<file path="src/rtl/rv_pkg.sv">
// Shared register-file definitions used by the writeback path and its bench.
package rv_pkg;
    localparam int REG_ADDR_W = 5;
    localparam int XLEN       = 32;

    typedef struct packed {
        logic [REG_ADDR_W-1:0] rd;
        logic [XLEN-1:0]       data;
    } wb_entry_t;
endpackage

</file>
<file path="src/rtl/rf_writeback_queue_bypass.sv">
// Combinational youngest-match search over queued writes plus the committing write.
module rf_bypass_match
    import rv_pkg::*;
#(
    parameter int WIDTH = 32,
    parameter int DEPTH = 4
) (
    input  logic [REG_ADDR_W-1:0] sel,
    input  logic [REG_ADDR_W-1:0] ent_rd   [DEPTH],
    input  logic [WIDTH-1:0]      ent_data [DEPTH],
    input  logic [DEPTH-1:0]      ent_valid,
    input  logic                  out_valid,
    input  logic [REG_ADDR_W-1:0] out_rd,
    input  logic [WIDTH-1:0]      out_data,
    output logic                  hit,
    output logic [WIDTH-1:0]      val
);

    // Entries arrive ordered oldest to youngest; later matches override earlier ones.
    always_comb begin
        hit = 1'b0;
        val = '0;
        if (out_valid && out_rd == sel) begin
            hit = 1'b1;
            val = out_data;
        end
        for (int unsigned i = 0; i < DEPTH; i++) begin
            if (ent_valid[i] && ent_rd[i] == sel) begin
                hit = 1'b1;
                val = ent_data[i];
            end
        end
        if (sel == '0) begin
            hit = 1'b0;
            val = '0;
        end
    end

endmodule

</file>
<file path="src/rtl/rf_writeback_queue.sv">
// Arbitrates ALU/LSU results into an in-order FIFO that drains one regfile write per cycle.
module rf_writeback_queue
    import rv_pkg::*;
#(
    parameter int WIDTH = 32,
    parameter int DEPTH = 4
) (
    input  logic                       clk,
    input  logic                       rst_n,
    input  logic                       alu_valid,
    output logic                       alu_ready,
    input  logic [4:0]                 alu_rd,
    input  logic [WIDTH-1:0]           alu_data,
    input  logic                       lsu_valid,
    output logic                       lsu_ready,
    input  logic [4:0]                 lsu_rd,
    input  logic [WIDTH-1:0]           lsu_data,
    output logic                       rf_w_enable,
    output logic [4:0]                 rf_rd_select,
    output logic [WIDTH-1:0]           rf_w_val,
    input  logic [4:0]                 byp_rs1_select,
    input  logic [4:0]                 byp_rs2_select,
    output logic                       byp_rs1_hit,
    output logic [WIDTH-1:0]           byp_rs1_val,
    output logic                       byp_rs2_hit,
    output logic [WIDTH-1:0]           byp_rs2_val,
    output logic [$clog2(DEPTH):0]     pending_cnt,
    output logic                       empty
);

    localparam int PW = $clog2(DEPTH);
    localparam int CW = PW + 1;

    typedef enum logic {FAV_ALU, FAV_LSU} rr_e;

    rr_e                   rr;
    logic [REG_ADDR_W-1:0] q_rd   [DEPTH];
    logic [WIDTH-1:0]      q_data [DEPTH];
    logic [PW-1:0]         wr_ptr, rd_ptr;
    logic [CW-1:0]         count;

    logic                  full, alu_fire, lsu_fire, push, pop;
    logic [REG_ADDR_W-1:0] push_rd;
    logic [WIDTH-1:0]      push_data;

    assign full = (count == CW'(DEPTH));
    assign pop  = (count != '0);

    always_comb begin
        alu_ready = 1'b0;
        lsu_ready = 1'b0;
        if (!full) begin
            if (alu_valid && lsu_valid) begin
                alu_ready = (rr == FAV_ALU);
                lsu_ready = (rr == FAV_LSU);
            end else if (lsu_valid) begin
                lsu_ready = 1'b1;
            end else begin
                alu_ready = 1'b1;
            end
        end
    end

    assign alu_fire  = alu_valid && alu_ready;
    assign lsu_fire  = lsu_valid && lsu_ready;
    assign push_rd   = alu_fire ? alu_rd : lsu_rd;
    assign push_data = alu_fire ? alu_data : lsu_data;
    // Writes to x0 complete the handshake but never occupy a slot.
    assign push      = (alu_fire || lsu_fire) && (push_rd != '0);

    always_ff @(posedge clk) begin
        if (push) begin
            q_rd[wr_ptr]   <= push_rd;
            q_data[wr_ptr] <= push_data;
        end
    end

    always_ff @(posedge clk or negedge rst_n) begin
        if (!rst_n) begin
            rr           <= FAV_ALU;
            wr_ptr       <= '0;
            rd_ptr       <= '0;
            count        <= '0;
            rf_w_enable  <= 1'b0;
            rf_rd_select <= '0;
            rf_w_val     <= '0;
        end else begin
            if (alu_fire)      rr <= FAV_LSU;
            else if (lsu_fire) rr <= FAV_ALU;
            if (push) wr_ptr <= wr_ptr + PW'(1);
            if (pop) begin
                rd_ptr       <= rd_ptr + PW'(1);
                rf_w_enable  <= 1'b1;
                rf_rd_select <= q_rd[rd_ptr];
                rf_w_val     <= q_data[rd_ptr];
            end else begin
                rf_w_enable  <= 1'b0;
            end
            count <= count + CW'(push) - CW'(pop);
        end
    end

    assign pending_cnt = count;
    assign empty       = (count == '0) && !rf_w_enable;

    logic [REG_ADDR_W-1:0] ord_rd    [DEPTH];
    logic [WIDTH-1:0]      ord_data  [DEPTH];
    logic [DEPTH-1:0]      ord_valid;

    // Rotate storage so the search sees entries oldest-first regardless of pointer wrap.
    always_comb begin
        for (int unsigned i = 0; i < DEPTH; i++) begin
            ord_rd[i]    = q_rd[rd_ptr + PW'(i)];
            ord_data[i]  = q_data[rd_ptr + PW'(i)];
            ord_valid[i] = (CW'(i) < count);
        end
    end

    rf_bypass_match #(.WIDTH(WIDTH), .DEPTH(DEPTH)) u_byp_rs1 (
        .sel       (byp_rs1_select),
        .ent_rd    (ord_rd),
        .ent_data  (ord_data),
        .ent_valid (ord_valid),
        .out_valid (rf_w_enable),
        .out_rd    (rf_rd_select),
        .out_data  (rf_w_val),
        .hit       (byp_rs1_hit),
        .val       (byp_rs1_val)
    );

    rf_bypass_match #(.WIDTH(WIDTH), .DEPTH(DEPTH)) u_byp_rs2 (
        .sel       (byp_rs2_select),
        .ent_rd    (ord_rd),
        .ent_data  (ord_data),
        .ent_valid (ord_valid),
        .out_valid (rf_w_enable),
        .out_rd    (rf_rd_select),
        .out_data  (rf_w_val),
        .hit       (byp_rs2_hit),
        .val       (byp_rs2_val)
    );

endmodule
</file>
<file path="config.mk">
export PLATFORM = sky130hd
export DESIGN_NAME = rf_writeback_queue
export DESIGN_NICKNAME = d
export VERILOG_FILES = /design/src/rtl/rv_pkg.sv /design/src/rtl/rf_writeback_queue_bypass.sv /design/src/rtl/rf_writeback_queue.sv
export SDC_FILE = /design/constraint.sdc
export NUM_CORES = 1
export LEC_CHECK = 0
export CAP_MARGIN = 20
export CORE_MARGIN = 10
export CORE_UTILIZATION = 55
export CTS_CLUSTER_DIAMETER = 40
export DETAILED_ROUTE_END_ITERATION = 6
export DONT_BUFFER_PORTS = 1
export HOLD_SLACK_MARGIN = 0.06
export PLACE_DENSITY = 0.75
export SYNTH_ARGS = -nofsm -noshare
export SYNTH_HDL_FRONTEND = slang
export SYNTH_HIERARCHICAL = 1
export SYNTH_SLANG_ARGS = --single-unit
</file>
<file path="constraint.sdc">
create_clock -name clk -period 4.4 [get_ports clk]
set_input_delay 0.22 -clock clk [delete_from_list [all_inputs] [get_ports clk]]
set_output_delay 0.22 -clock clk [all_outputs]
set_load 0.03 [all_outputs]
</file>
==> reports/qor.yml, run 1 <==
setup_path:
  crit_path_end_kind: "primary output"
  crit_path_start_kind: "register"
  arrival_ns: 4.09
  rr_worst_depth: 5
  crit_type: "reg2out"
  crit_required_ns: 4.18
  crit_path_max_fanout: 32
pwr:
  ir_drop_mv: 0.521
  p_per_area_mw_per_mm2: 822
  p_leak_nw: 5.87
global_route:
  grt_max_degree: 107
  grt_pass1_wl_mm: 69.8
  antenna_found_initial: 0
  grt.overflow.total: 0
  first_global_vias: 11900
  gr-usage-all-layers_pct: 25.3
clock_tree:
  htreeDepth: 4
  cts_sinks: 194
  cts_buffers: 17
  root_buffer: "clkbuf_16"
  cts_tree: "done"
  cts_buffer_depth: 2
  insertion_delay_ns: 0.45
  cts.clk_slew.worst_paths_ns: 0.08
floorplan:
  core-area_mm2: 0.0271
  rows: 60
  die_y_um: 186
  fp.dieW_um: 186
  ios: 198
  initial_core_util_pct: 56.2
  die-area_mm2: 0.0348
sta:
  final-max-slew-violation-count: 0
  post-route-period-util_pct: 97.9
  worst_slew_pin_slew_ns: 1.12
  fmax_mhz: 232
  timing_hold_violations_final: 0
  rsz0062_at_grt: "false"
  slew_headroom_pct: 25.4
  fin_setup_tns_ns: 0
  setup_viol: 0
  fin_skew_ns: 0.0142
  fin_crit_ns: 4.31
detailed_routing:
  initialDrtViolationCount: 1601
  ant_nets: 0
  vias: 11800
  drc: 1
  via_per_inst: 7.18
  routed_wl_mm: 45.4
  drtPass1Iterations: 7
  wl_per_cell_um: 27.6
place:
  hpwl_mm: 30.1
  place_congestion: 0.916
  portBuffers: 0
  placed_cell_area_mm2: 0.0157
synth:
  async_flop_share_pct: 23.7
  syn-cell-area_mm2: 0.0152
  synth_cell_type_count: 48
  synthCells: 1216
  post_synth.cell_area_avg_um2: 12.5
  yosysWarnings: 6
  syn_nets: 1313
  synth-seq-area-share_pct: 36.7
  synth_edf_count: 148
  synth-seq-cells: 194
  synth_ff_type: "edfxtp_1"
hold_path:
  hold_depth: 1
  hold_class: "in2reg"
cells_and_area:
  final_cell_mix: "nand2_1, mux4_2, edfxtp_1"
  antenna_cells: 0
  syn2layout_area_growth_pct: 10.8
  layout_commonest_cell: "nand2_1"
  drive_gt1_share_pct: 35.1
  fin_area_mm2: 0.0169
  nets: 1356
job:
  drv_cap: 0
status:
  outcome: "complete, but fails checks"
  violations: "DRC"
cells by family after synthesis:
| kind of cell | count (synthesis) | synth area share, % |
|---|---|---|
| buf+inv | 210 | 7.77 |
| compound gates | 265 | 17.3 |
| xor+xnor | 54 | 3.10 |
| fa+ha+maj | 9 | 0.788 |
| flops | 194 | 36.7 |
| mux | 186 | 25.2 |
| simple gates | 298 | 9.08 |
routing by layer:
| metal | track usage (%) | vias up | share of wire [%] |
|---|---|---|---|
| li1 | - | 4970 | - |
| met1 | 31.2 | 5907 | 36 |
| met4 | 10.2 | 0 | 2.8 |
| met2 | 41.5 | 816 | 49 |
| met5 | 0 | - | 0 |
| met3 | 6.69 | 110 | 12 |
worst max-delay path, stage by stage (launching register included):
cell and delay [ns]:
dfrtp_4 0.64, mux4_2 0.60, xnor2_1 0.17, nand4_2 0.16, buf_4 0.27, or2_2 0.88
o221ai_1 0.20, a22oi_1 0.44, buf_4 0.26
power breakdown:
part	switching [mW]	total (mW)	internal, mW	leakage (nW)
combinational	4.92	8.50	3.58	3.70
sequential	1.09	3.81	2.72	1.90
clock	0.755	1.56	0.806	0.274
cell type report:
class / instances / area (µm²)
Inverter: 73 / 274
Fill cell: 2031 / 10200
Clock inverter: 13 / 149
Tap cell: 372 / 465
Sequential cell: 194 / 5600
Timing Repair Buffer: 161 / 1420
Multi-Input combinational cell: 812 / 8530
Clock buffer: 19 / 433
synthesized netlist by cell type (3+ instances only):
cell type    n  area, µm²
o31ai_1     64        480
nor2_1       6       22.5
o221ai_2    40        601
and3_1       4       25.0
a22oi_2     46        576
mux2_2      18        203
nand2_1    188        706
mux4_2     148       3330
xor2_1      16        140
a32oi_1     64        561
nor3_2       4       40.0
mux2_4      20        300
buf_4       40        300
a22oi_1     18        135
nand4_1      4       25.0
and2_2       4       30.0
a21oi_1      3       15.0
nor3_1      67        335
buf_12       3       60.1
buf_2       41        205
clkbuf_1    30        113
xnor2_1     38        333
inv_1       73        274
dfrtp_1     46       1150
ha_1         8        100
buf_6       18        203
o221ai_1    24        210
edfxtp_1   148       4440
nor4_2       4       50.1
what timing repair did:
item / 4_1_cts / 5_1_grt
gates resized for setup: 0 / 2
hold buffers: 53 / 1
hold endpoints to repair: 147 / 2
setup endpoints to repair: 0 / 2
buffers inserted: 0 / 0
flip-flops by register name, indices dropped and copies added, names as in the netlist:
name,count
rf_w_val,32
rr,1
pending_cnt,3
wr_ptr,2
rf_w_enable,1
q_data,128
rf_rd_select,5
q_rd,20
rd_ptr,2
final timing paths:
kind                                          startpoint                        to  slack, ns
worst max-delay path               rd_ptr[0]$_DFFE_PN0P_            byp_rs2_val[0]       0.09
worst max register to register  pending_cnt[1]$_DFF_PN0_   q_data[3][12]$_DFFE_PP_       1.41
min in group asynchronous                          rst_n  rf_w_val[28]$_DFFE_PN0P_       0.34
worst min register to register            rr$_DFFE_PN0P_            rr$_DFFE_PN0P_       0.50
worst min-delay path                        lsu_data[13]   q_data[0][13]$_DFFE_PP_       0.07
max in group asynchronous                          rst_n     rd_ptr[1]$_DFFE_PN0P_       3.81
per-stage QoR:
stage          worst slack (ns)  utilization (%)  std cells  power (mW)  hold slack (ns)
3_3_place_gp              0.765             57.8       1555        11.8          -0.0709
5_1_grt                  0.0271             62.3       1644        14.6           0.0644
2_1_floorplan              1.20                -       1216        10.0          -0.0756
4_1_cts                   0.230             62.0       1640        13.8           0.0602
3_5_place_dp              0.741             57.8       1555        12.1          -0.0711
6_report                 0.0920             62.3       1644        13.9           0.0731
Power figures use the tool's default switching activity.
==> inputs of run 2 (changes only) <==
CELL_PAD_IN_SITES_DETAIL_PLACEMENT = 0   (was unset)
CELL_PAD_IN_SITES_GLOBAL_PLACEMENT = 1   (was unset)
PLACE_DENSITY = 0.89   (was 0.75)
==> reports/qor.yml, run 2 (synthesized netlist as in run 1, its figures left out) <==
detailed_routing:
  via_per_inst: 7.18  # about the same
  routed_wl_mm: 47.0  # +3.5%
  vias: 11800  # +0.18%
  drc: 0  # -1
  initialDrtViolationCount: 1517  # -5.2%
  drtPass1Iterations: 6  # -1
  wl_per_cell_um: 28.5  # +3.4%
  ant_nets: 0  # unchanged
sta:
  setup_viol: 0  # unchanged
  fin_skew_ns: 0.0197  # +0.00552 ns
  slew_headroom_pct: 23.7  # -1.7 points
  final-max-slew-violation-count: 0  # unchanged
  fin_setup_tns_ns: 0  # unchanged
  rsz0062_at_grt: "false"
  post-route-period-util_pct: 96.1  # -1.8 points
  timing_hold_violations_final: 0  # unchanged
  fin_hold_ws_ns: 0.0704  # -0.00273 ns
  worst_slew_pin_slew_ns: 1.14  # +0.0248 ns
  fin_crit_ns: 4.23  # -0.0785 ns
  finalWorstSetupSlack_ns: 0.170  # +0.0785 ns
  fmax_mhz: 236  # +1.9%
pwr:
  p_sw_share_pct: 49.3  # +0.50 points
  pwr-share-seq_pct: 27.5  # about the same
  p_leak_nw: 5.90  # +0.46%
  ir_drop_mv: 0.453  # -13%
  p_switching_mw: 6.86  # +1.4%
  power_frac_comb_pct: 61.4  # about the same
  p_int_mw: 7.06  # -0.63%
  p_per_area_mw_per_mm2: 824  # +0.21%
  clkPwrFrac_pct: 11.1  # about the same
setup_path:
  crit_required_ns: 4.18  # about the same
  crit_path_max_fanout: 32  # unchanged
  reg2reg_from: "pending_cnt[2]$_DFF_PN0_"
  rr_worst_depth: 5  # unchanged
  crit_type: "reg2out"
  r2r_setup_slack_ns: 1.20  # -0.21 ns
  crit_start: "rd_ptr[0]$_DFFE_PN0P_"
  endpoint: "byp_rs2_val[25]"
  crit_path_end_kind: "primary output"
  rr_endpoint: "q_rd[1][0]$_DFFE_PP_"
  crit_path_start_kind: "register"
  arrival_ns: 4.01  # -0.08 ns
floorplan:
  core-area_mm2: 0.0271  # unchanged
  initial_core_util_pct: 56.2  # unchanged
  fp.dieW_um: 186  # unchanged
  die_y_um: 186  # unchanged
  die-area_mm2: 0.0348  # unchanged
  ios: 198  # unchanged
  rows: 60  # unchanged
clock_tree:
  cts_resized: 0  # unchanged
  holdBufCountCts: 53  # unchanged
  cts_buffers: 17  # unchanged
  cts_buffer_depth: 2  # unchanged
  htreeDepth: 4  # unchanged
  insertion_delay_ns: 0.45  # about the same
  post_cts_buffers: 0  # unchanged
  cts_sinks: 194  # unchanged
  root_buffer: "clkbuf_16"
  cts_tree: "done"
  cts.clk_slew.worst_paths_ns: 0.08  # about the same
global_route:
  grt_pass1_wl_mm: 72.1  # +3.4%
  first_global_vias: 11700  # -2.1%
  grt.overflow.total: 0  # unchanged
  antenna_found_initial: 0  # unchanged
  gr-usage-all-layers_pct: 26.2  # +0.84 points
  grt_max_degree: 123  # +15%
hold_path:
  hold_class: "in2reg"
cells_and_area:
  final_cell_mix: "nand2_1, mux4_2, edfxtp_1"
  reg_top3: "q_data (128), rf_w_val (32), q_rd (20)"
  drive_gt1_share_pct: 35.4  # +0.34 points
  nFillCells: 2031  # unchanged
  syn2layout_area_growth_pct: 10.9
  largest_reg_flops: 128  # unchanged
  antenna_cells: 0  # unchanged
  layout_commonest_cell: "nand2_1"
  nets: 1358  # +0.15%
  largest-register: "q_data"
place:
  place_congestion: 0.925  # +0.97%
  hpwl_mm: 30.6  # +1.7%
  portBuffers: 0  # unchanged
  dp_slack_ns: 0.504  # -0.236 ns
status:
  outcome: "completed"
job:
  drv_cap: 0  # unchanged
==> run 2: cell count changes in the layout (fill, tap and decap cells not counted), moves of 2 or more <==
cell        change
clkinvlp_4      -2
clkbuf_1        -2
buf_12          +2
inv_6           +3
==> run 2: layout make-up <==
class	instances	area, µm²	area share, %
Timing Repair Buffer	163	1460	8.65
Inverter	73	274	1.62
Clock inverter	15	144	0.851
Sequential cell	194	5600	33.2
Multi-Input combinational cell	812	8530	50.5
Tap cell	372	465	2.75
Clock buffer	17	425	2.52
==> run 2: worst min-delay path by stage <==
| stage | startpoint | to | depth (start not counted) | slack [ns] |
|---|---|---|---|---|
| after detailed placement | rst_n | rf_w_val[25]$_DFFE_PN0P_ | 0 | -0.07 |
| final | alu_data[13] | q_data[1][13]$_DFFE_PP_ | 1 | 0.07 |
| after global routing | alu_data[13] | q_data[0][13]$_DFFE_PP_ | 1 | 0.06 |
| after CTS | alu_data[13] | q_data[0][13]$_DFFE_PP_ | 1 | 0.06 |
| after floorplan | rst_n | pending_cnt[0]$_DFF_PN0_ | 0 | -0.08 |
| after global placement | rst_n | rf_w_val[25]$_DFFE_PN0P_ | 0 | -0.07 |
==> run 2: stage by stage <==
| stage | instances | total power [mW] | util [%] | area, µm² |
|---|---|---|---|---|
| 2_1_floorplan | 1216 | 10.0 | - | 15200 |
| 3_3_place_gp | 1560 | 12.0 | 58.2 | 15800 |
| 3_5_place_dp | 1560 | 12.2 | 58.2 | 15800 |
| 4_1_cts | 1645 | 13.8 | 62.3 | 16900 |
| 5_1_grt | 1646 | 14.6 | 62.4 | 16900 |
| 6_report | 1646 | 13.9 | 62.4 | 16900 |
==> run 2: power by group through the flow <==
stage	sequential [mW]	clock (mW)	combinational, mW
finish	3.83	1.54	8.54
global route	3.93	1.64	9.07
CTS	3.83	1.56	8.47
detailed placement	3.86	0	8.35
global placement	3.79	0	8.19
floorplan	3.49	0	6.53
==> run 2: worst max-delay path: stages, from the launching register on <==
cell and delay [ns]:
dfrtp_4 0.73, mux4_2 0.61, xnor2_1 0.16, nand2_2 0.37
or2_2 0.94, o221ai_1 0.23, a22oi_1 0.29, buf_4 0.22
==> run 2: routing by layer <==
metal  vias up  wire, µm  part of all wire [%]  global-route usage (%)
met4         0      1470                   3.1                    8.91
met3       138      5320                    11                    6.95
li1       4970         -                     -                       -
met2       861     22900                    49                    42.5
met5         -         0                     0                       0
met1      5855     17300                    37                    33.2
